`src/rtl/cla192_modsub_pipe_pkg.sv`:
```
`default_nettype none
// +----------------------------------------------------------------------------+
// | cla192_pkg : shared widths, types and default modulus for the 192-bit      |
// |              modular subtractor pipe.                                      |
// | Revision   : 1.0                                                           |
// +----------------------------------------------------------------------------+
package cla192_pkg;

  localparam int GRP_W = 64;
  localparam int NGRP  = 3;
  localparam int W     = GRP_W * NGRP;

  typedef logic [GRP_W-1:0] grp_t;
  typedef logic [W-1:0]     word_t;

  // P-192 field prime, 2^192 - 2^64 - 1.
  localparam word_t MOD_P192 =
    192'hFFFFFFFFFFFFFFFF_FFFFFFFFFFFFFFFE_FFFFFFFFFFFFFFFF;

  function automatic grp_t grp_of(input word_t w, input int g);
    return w[g*GRP_W +: GRP_W];
  endfunction

endpackage
`default_nettype wire

```
`src/rtl/cla192_modsub_pipe_if.sv`:
```
`default_nettype none
// +----------------------------------------------------------------------------+
// | cla192_modsub_pipe_if : operand/result valid-ready bus of the subtractor.  |
// | Revision              : 1.0                                                |
// +----------------------------------------------------------------------------+
interface cla192_modsub_pipe_if;
  import cla192_pkg::*;

  logic  in_valid;
  logic  in_ready;
  word_t in_a;
  word_t in_b;
  logic  out_valid;
  logic  out_ready;
  word_t out_d;

  modport master (
    output in_valid, in_a, in_b, out_ready,
    input  in_ready, out_valid, out_d
  );

  modport slave (
    input  in_valid, in_a, in_b, out_ready,
    output in_ready, out_valid, out_d
  );

endinterface
`default_nettype wire

```
`src/rtl/cla192_modsub_pipe_sub64_grp.sv`:
```
`default_nettype none
// +----------------------------------------------------------------------------+
// | sub64_grp : one 64-bit group of the borrow chain and the MOD add-back sum. |
// | Revision  : 1.0                                                            |
// +----------------------------------------------------------------------------+
module sub64_grp
  import cla192_pkg::*;
(
  input  grp_t a_i,
  input  grp_t b_i,
  input  logic bor_in_i,
  input  grp_t mod_i,
  input  logic cy_in_i,
  output grp_t d_o,
  output logic bor_out_o,
  output grp_t e_o,
  output logic cy_out_o
);

  logic [GRP_W:0] dif_w;
  logic [GRP_W:0] sum_w;

  // The extra top bit of the widened difference is set exactly when it went negative.
  assign dif_w     = {1'b0, a_i} - {1'b0, b_i} - {{GRP_W{1'b0}}, bor_in_i};
  assign d_o       = dif_w[GRP_W-1:0];
  assign bor_out_o = dif_w[GRP_W];

  assign sum_w    = {1'b0, dif_w[GRP_W-1:0]} + {1'b0, mod_i} + {{GRP_W{1'b0}}, cy_in_i};
  assign e_o      = sum_w[GRP_W-1:0];
  assign cy_out_o = sum_w[GRP_W];

endmodule
`default_nettype wire

```
`src/rtl/cla192_modsub_pipe.sv`:
```
`default_nettype none
// +----------------------------------------------------------------------------+
// | cla192_modsub_pipe : 3-stage (a - b) mod MOD, one 64-bit group per stage.  |
// | Optional wrap counter with CLA192_MODSUB_WRAPCNT_EN.   Revision : 1.0      |
// +----------------------------------------------------------------------------+
module cla192_modsub_pipe
  import cla192_pkg::*;
#(
  parameter word_t MOD = MOD_P192
)
(
  input  logic clk,
  input  logic rst_n,
  cla192_modsub_pipe_if.slave bus
`ifdef CLA192_MODSUB_WRAPCNT_EN
  ,
  output logic [31:0] wrap_cnt
`endif
);

  localparam grp_t MOD0 = MOD[0*GRP_W +: GRP_W];
  localparam grp_t MOD1 = MOD[1*GRP_W +: GRP_W];
  localparam grp_t MOD2 = MOD[2*GRP_W +: GRP_W];

  logic en;

  // Stage 1
  logic               v1_q;
  grp_t               dif0_q, e0_q;
  logic               bor0_q, cy0_q;
  logic [2*GRP_W-1:0] a21_q, b21_q;

  // Stage 2
  logic               v2_q;
  logic [2*GRP_W-1:0] dif10_q, e10_q;
  logic               bor1_q, cy1_q;
  grp_t               a2_q, b2_q;

  // Stage 3
  logic               v3_q;
  word_t              res_q;

  grp_t  dif0_d, e0_d, dif1_d, e1_d, dif2_d, e2_d;
  logic  bor0_d, cy0_d, bor1_d, cy1_d, bor2_w;
  logic  cy2_unused;
  word_t res_d;

  sub64_grp u_grp0 (
    .a_i       (grp_of(bus.in_a, 0)),
    .b_i       (grp_of(bus.in_b, 0)),
    .bor_in_i  (1'b0),
    .mod_i     (MOD0),
    .cy_in_i   (1'b0),
    .d_o       (dif0_d),
    .bor_out_o (bor0_d),
    .e_o       (e0_d),
    .cy_out_o  (cy0_d)
  );

  sub64_grp u_grp1 (
    .a_i       (a21_q[GRP_W-1:0]),
    .b_i       (b21_q[GRP_W-1:0]),
    .bor_in_i  (bor0_q),
    .mod_i     (MOD1),
    .cy_in_i   (cy0_q),
    .d_o       (dif1_d),
    .bor_out_o (bor1_d),
    .e_o       (e1_d),
    .cy_out_o  (cy1_d)
  );

  sub64_grp u_grp2 (
    .a_i       (a2_q),
    .b_i       (b2_q),
    .bor_in_i  (bor1_q),
    .mod_i     (MOD2),
    .cy_in_i   (cy1_q),
    .d_o       (dif2_d),
    .bor_out_o (bor2_w),
    .e_o       (e2_d),
    .cy_out_o  (cy2_unused)
  );

  // A final borrow means a < b, so the MOD add-back lane holds the reduced value.
  assign res_d = bor2_w ? {e2_d, e10_q} : {dif2_d, dif10_q};

  assign en            = !v3_q || bus.out_ready;
  assign bus.in_ready  = en;
  assign bus.out_valid = v3_q;
  assign bus.out_d     = res_q;

  always_ff @(posedge clk or negedge rst_n) begin
    if (!rst_n) begin
      v1_q    <= 1'b0;
      dif0_q  <= '0;
      e0_q    <= '0;
      bor0_q  <= 1'b0;
      cy0_q   <= 1'b0;
      a21_q   <= '0;
      b21_q   <= '0;
      v2_q    <= 1'b0;
      dif10_q <= '0;
      e10_q   <= '0;
      bor1_q  <= 1'b0;
      cy1_q   <= 1'b0;
      a2_q    <= '0;
      b2_q    <= '0;
      v3_q    <= 1'b0;
      res_q   <= '0;
    end else if (en) begin
      v1_q <= bus.in_valid;
      v2_q <= v1_q;
      v3_q <= v2_q;
      if (bus.in_valid) begin
        dif0_q <= dif0_d;
        e0_q   <= e0_d;
        bor0_q <= bor0_d;
        cy0_q  <= cy0_d;
        a21_q  <= bus.in_a[W-1:GRP_W];
        b21_q  <= bus.in_b[W-1:GRP_W];
      end
      if (v1_q) begin
        dif10_q <= {dif1_d, dif0_q};
        e10_q   <= {e1_d, e0_q};
        bor1_q  <= bor1_d;
        cy1_q   <= cy1_d;
        a2_q    <= a21_q[2*GRP_W-1:GRP_W];
        b2_q    <= b21_q[2*GRP_W-1:GRP_W];
      end
      if (v2_q) begin
        res_q <= res_d;
      end
    end
  end

`ifdef CLA192_MODSUB_WRAPCNT_EN
  logic [31:0] wrap_cnt_q;

  always_ff @(posedge clk or negedge rst_n) begin
    if (!rst_n) begin
      wrap_cnt_q <= '0;
    end else if (en && v2_q && bor2_w) begin
      wrap_cnt_q <= wrap_cnt_q + 32'd1;
    end
  end

  assign wrap_cnt = wrap_cnt_q;
`endif

endmodule
`default_nettype wire

```
`src/flat_wrapper.sv`:
```
// flat-port wrapper written by rule: the top's interface ports become plain ports
module cla192_modsub_pipe_flat import cla192_pkg::*;
#(
  parameter word_t MOD = MOD_P192
)
  (clk, rst_n, bus_in_valid, bus_in_a, bus_in_b, bus_out_ready, bus_in_ready, bus_out_valid, bus_out_d);
  cla192_modsub_pipe_if bus_i ();
  input  logic clk;
  input  logic rst_n;
  input wire logic [$bits(bus_i.in_valid)-1:0] bus_in_valid;
  input wire logic [$bits(bus_i.in_a)-1:0] bus_in_a;
  input wire logic [$bits(bus_i.in_b)-1:0] bus_in_b;
  input wire logic [$bits(bus_i.out_ready)-1:0] bus_out_ready;
  output wire logic [$bits(bus_i.in_ready)-1:0] bus_in_ready;
  output wire logic [$bits(bus_i.out_valid)-1:0] bus_out_valid;
  output wire logic [$bits(bus_i.out_d)-1:0] bus_out_d;
  assign bus_i.in_valid = bus_in_valid;
  assign bus_i.in_a = bus_in_a;
  assign bus_i.in_b = bus_in_b;
  assign bus_i.out_ready = bus_out_ready;
  assign bus_in_ready = bus_i.in_ready;
  assign bus_out_valid = bus_i.out_valid;
  assign bus_out_d = bus_i.out_d;
  cla192_modsub_pipe #(.MOD(MOD)) u_core (.clk(clk), .rst_n(rst_n), .bus(bus_i));
endmodule
```
`config.mk`:
```
export PLATFORM = sky130hd
export DESIGN_NAME = cla192_modsub_pipe_flat
export DESIGN_NICKNAME = d
export VERILOG_FILES = /design/src/rtl/cla192_modsub_pipe_pkg.sv /design/src/rtl/cla192_modsub_pipe_if.sv /design/src/rtl/cla192_modsub_pipe_sub64_grp.sv /design/src/rtl/cla192_modsub_pipe.sv /design/src/flat_wrapper.sv
export SDC_FILE = /design/constraint.sdc
export NUM_CORES = 2
export LEC_CHECK = 0
export CORE_UTILIZATION = 50
export DETAILED_ROUTE_END_ITERATION = 8
export PLACE_DENSITY = 0.73
export SETUP_SLACK_MARGIN = 0.1
export SYNTH_ARGS = -nofsm -noshare
export SYNTH_HDL_FRONTEND = slang
export SYNTH_SLANG_ARGS = --single-unit
```
`constraint.sdc`:
```
create_clock -name clk -period 5.31 [get_ports clk]
set_input_delay 0.7965 -clock clk [delete_from_list [all_inputs] [get_ports clk]]
set_output_delay 0.7965 -clock clk [all_outputs]
set_load 0.03 [all_outputs]
```
==> results list <==
- The flow ran to the end, and the final reports show no timing, DRC or antenna violations.
* Routed via count: 52800
* DIE WIDTH: 340 um
* EDFF count, synth: 0
- Port-buffer cells: 581
- Grt ovf: 0
- After synthesis, the largest family of logic cells by area is simple AND/OR/NAND/NOR gates.
- Synthesis produced a netlist with a net count of 7758.
- Measured against its own limit, the worst slew margin works out to 0.118.
- Measured along the y axis, the die boundary spans 340 um.
- Clock-pin slew on the worst setup and hold paths: 0.06 ns
- Post-synth design cell area: 57100 um^2
- After floorplanning, the core was sized to cover 113000 um^2.
* Commonest register cell after synthesis: sky130_fd_sc_hd__dfrtp_1
- Count of nets left with antenna violations after detail routing: 0
- For this run, the slowest stage of the critical path takes 0.56 ns.
- Type of element launching the critical path: flip-flop
- After filler insertion, the fill cell instance count of the layout stands at 9637.
- Combined area of the multi-input logic cells: 30400 um^2
* Flip-flop and latch count after synthesis: 967
* Ys async rst share: 1.00
- Clk_lat worst skew: 0.72 ns
- 582 I/O pins were placed.
- The longest clock path from root to sink contains 3 buffers.
- Area growth from synthesis to final layout: 26.2%
* Pin count of the biggest net entering global routing: 241
* Sequential standard cell area: 24200 um^2
- Once placement finished, the instance area stood at 67600 um^2.
* Highest fanout seen on the critical path: 4
* Via count of the first global-routing pass: 51100
- Together, buffers and inverters on the worst path number 3.
* Final-stage net count: 8607
* Remaining routing DRC violations: 0
- Arrival time of the worst setup path: 5.83 ns
- Of the total synthesized cell area, the portion taken by full adders, half adders and majority gates is 0.0721.
- Number of antenna violations at the first check in global routing: 4
- Cts bufs inserted: 103
- Post-Synthesis Mean Instance Area: 8.11 um^2
- STA puts the critical path data required time at 5.89 ns.
- Fraction of layout instances using a drive strength above 1: 0.105
- After the first detailed-routing iteration, the DRC count stood at 4256.
- The portion of synthesized area spent on multiplexers is 0.0273.
- Unrepaired setup endpoints after global routing: yes
- The H-tree was split into 3 levels.
- Final setup TNS: 0 ns
- For the final database, setup skew stands at 0.0248 ns.
- Fmax: 191 MHz
- The path class of the tightest hold or removal check is input pin to asynchronous set/reset pin.
- The most numerous cell type found on the critical path is sky130_fd_sc_hd__or4_4.
- After floorplanning, the core was divided into 123 placement rows.
* Synth Area in XOR/XNOR: 0.0420
- The compound-cell area share of the yosys netlist is 0.150.
* Final Util: 0.639
- Overall die area: 116000 um^2
- Crit-path leading delay family: simple AND/OR/NAND/NOR gates
* Max-cap violations: 0
* DP Wirelength: 143000 um
- Setup violations remaining at the end of the flow were counted as 0.
- Number of distinct library cells after synthesis: 91
- Avg WL per Cell: 19.5 um
- Routability cong.: 0.985
- Using the TritonRoute via totals, the vias-per-cell ratio works out to 5.57.
- Number of hold violations in the final report: 0
* Global-route wire length before repair: 289000 um
* Max Transition Viols Final: 0
* Tightest Pin Transition: 1.32 ns
* Final period demand of the worst path: 5.25 ns
* Simple logic cell fraction of the synthesized area: 0.228
* Total number of yosys warnings: 0
- Cell type of the slowest stage on the worst timing path: sky130_fd_sc_hd__fa_1
- Clock tree from TritonCTS: yes
- In the finished design, the share of the clock period the worst path needs comes to 0.988.
* Number of sinks on the clock net: 967
- Clock tree synthesis selected as its root buffer the cell sky130_fd_sc_hd__clkbuf_16.
- Initial core utilization: 0.506
* Cell breakdown of the critical path: inv_2, fa_1, inv_1, ha_2, or2_4, fa_2, nand2b_4, a21oi_4, o211ai_1, and3_4, or4_4, a31o_1, or4_4, or3_4, or4_4, or4_4, buf_6, mux2i_1, nand2_1
- Post-synthesis instance total: 7044
- With fillers left out, the area of the finished cells amounts to 72000 um^2.
* Critical setup path kind: flip-flop to flip-flop
* Capturing element type of the critical path: flip-flop
- The pre-antenna-repair detailed-routing pass consisted of 6 iterations.
- Detailed Route WL: 185000 um
- For this run, the register share of the synthesized area comes to 0.424.
* Aggregate global-route resource usage: 0.315
## cells by family (layout without fill, tap and decap cells)
family	Yosys count	count (layout)
xor+xnor	274	274
flops	967	967
compound gates	1422	1422
mux	155	155
fa+ha+maj	326	326
buf+inv	856	1791
other cells	0	2
simple gates	3044	3044
## synth_stat cells (50+ instances only)
cell type	n	share of area
sky130_fd_sc_hd__a21o_1	96	0.013
sky130_fd_sc_hd__nand4_1	103	0.011
sky130_fd_sc_hd__o211ai_1	53	0.0070
sky130_fd_sc_hd__nor4_1	57	0.0062
sky130_fd_sc_hd__ha_1	321	0.070
sky130_fd_sc_hd__o21ai_0	627	0.055
sky130_fd_sc_hd__xnor2_1	181	0.028
sky130_fd_sc_hd__mux2i_1	149	0.026
sky130_fd_sc_hd__inv_1	512	0.034
sky130_fd_sc_hd__dfrtp_1	967	0.42
sky130_fd_sc_hd__a21oi_1	267	0.023
sky130_fd_sc_hd__clkbuf_1	315	0.021
sky130_fd_sc_hd__nand2_1	2141	0.14
sky130_fd_sc_hd__nand3_1	96	0.0084
sky130_fd_sc_hd__nor3_1	99	0.0087
sky130_fd_sc_hd__xor2_1	93	0.014
sky130_fd_sc_hd__nor2_1	272	0.018
sky130_fd_sc_hd__or3_1	50	0.0055
## final cells by class
class,instances,area share
flip-flops and latches,967,0.336
well taps,1500,0.0261
inverters,512,0.0267
multi-input cells,5221,0.422
clock buffers,142,0.0406
diodes,2,0.0000695
repair buffers,1088,0.139
clock inverters,49,0.00957
## worst reg2reg max path: stages, from the launching register on
cell and delay (ns):
sky130_fd_sc_hd__dfrtp_1 0.34, sky130_fd_sc_hd__inv_2 0.05, sky130_fd_sc_hd__fa_1 0.56, sky130_fd_sc_hd__inv_1 0.05
sky130_fd_sc_hd__ha_2 0.18, sky130_fd_sc_hd__or2_4 0.23, sky130_fd_sc_hd__fa_2 0.34, sky130_fd_sc_hd__nand2b_4 0.15
sky130_fd_sc_hd__a21oi_4 0.12, sky130_fd_sc_hd__o211ai_1 0.11, sky130_fd_sc_hd__and3_4 0.19, sky130_fd_sc_hd__or4_4 0.41
sky130_fd_sc_hd__a31o_1 0.22, sky130_fd_sc_hd__or4_4 0.55, sky130_fd_sc_hd__or3_4 0.38, sky130_fd_sc_hd__or4_4 0.42
sky130_fd_sc_hd__or4_4 0.46, sky130_fd_sc_hd__buf_6 0.16, sky130_fd_sc_hd__mux2i_1 0.13, sky130_fd_sc_hd__nand2_1 0.08
## worst paths after layout
| path | startpoint | endpoint | slack (ns) | depth (start not counted) |
|---|---|---|---|---|
| hold / removal | rst_n | u_core.a21_q[78]$_DFFE_PN0P_ | 0.13 | 1 |
| max in group asynchronous | rst_n | u_core.dif0_q[39]$_DFFE_PN0P_ | 3.62 | 3 |
| min in group clk | u_core.dif0_q[46]$_DFFE_PN0P_ | u_core.dif10_q[46]$_DFFE_PN0P_ | 0.46 | 2 |
| setup / recovery | u_core.b21_q[0]$_DFFE_PN0P_ | u_core.e10_q[126]$_DFFE_PN0P_ | 0.06 | 19 |
| hold reg to reg | u_core.dif0_q[46]$_DFFE_PN0P_ | u_core.dif10_q[46]$_DFFE_PN0P_ | 0.46 | 2 |
| setup reg to reg | u_core.b21_q[0]$_DFFE_PN0P_ | u_core.e10_q[126]$_DFFE_PN0P_ | 0.06 | 19 |
## sequential cells by signal, summed over array words and instances (netlist names), 64 cells and up
| name | cells |
|---|---|
| u_core.bus.out_d | 192 |
| u_core.a21_q | 128 |
| u_core.b21_q | 128 |
| u_core.dif10_q | 128 |
| u_core.e10_q | 128 |
| u_core.a2_q | 64 |
| u_core.b2_q | 64 |
| u_core.dif0_q | 64 |
| u_core.e0_q | 64 |
## metal layers
| layer | track usage | share of wire | vias to the layer above |
|---|---|---|---|
| met5 | 0 | 0 | - |
| met4 | 0.0907 | 0.029 | 0 |
| met3 | 0.0428 | 0.064 | 268 |
| met2 | 0.507 | 0.46 | 1704 |
| met1 | 0.444 | 0.45 | 25400 |
| li1 | - | - | 25400 |
## metrics by stage
stage	setup slack, ns	cells	hold WS, ns
after floorplan	0.0158	7044	0.438
after global placement	-0.688	9269	0.446
after detailed placement	-0.794	9269	0.448
after CTS	0.0550	9462	0.147
after global routing	-0.0993	9479	0.151
final	0.0627	9481	0.126
## timing repair
item | CTS | global route
gates cloned | 0 | 0
buffers inserted | 2 | 18
setup endpoints to repair | 36 | 63
resized for setup | 14 | 132
pin swaps | 8 | 41
hold buffers | 0 | 0
## cells in the final DEF (no fill, tap or decap), types with 42 or more instances in the layout
master / Yosys / routed
sky130_fd_sc_hd__o211ai_1: 53 / 53
sky130_fd_sc_hd__nand4_1: 103 / 103
sky130_fd_sc_hd__nand3_1: 96 / 88
sky130_fd_sc_hd__ha_1: 321 / 318
sky130_fd_sc_hd__inv_1: 512 / 508
sky130_fd_sc_hd__clkbuf_16: 0 / 104
sky130_fd_sc_hd__buf_4: 0 / 464
sky130_fd_sc_hd__mux2i_1: 149 / 149
sky130_fd_sc_hd__nor4_1: 57 / 46
sky130_fd_sc_hd__dfrtp_1: 967 / 967
sky130_fd_sc_hd__xnor2_1: 181 / 173
sky130_fd_sc_hd__nor2_1: 272 / 270
sky130_fd_sc_hd__a21o_1: 96 / 96
sky130_fd_sc_hd__o21ai_0: 627 / 610
sky130_fd_sc_hd__o21a_1: 42 / 42
sky130_fd_sc_hd__nand2_1: 2141 / 2136
sky130_fd_sc_hd__a21oi_1: 267 / 264
sky130_fd_sc_hd__a211oi_1: 49 / 45
sky130_fd_sc_hd__nor3_1: 99 / 93
sky130_fd_sc_hd__xor2_1: 93 / 89
sky130_fd_sc_hd__clkdlybuf4s50_1: 0 / 580
sky130_fd_sc_hd__or3_1: 50 / 47
Power is left out: the tool's default activity adds up to more than one toggle a clock period on the data nets, which glitch-free logic cannot reach.
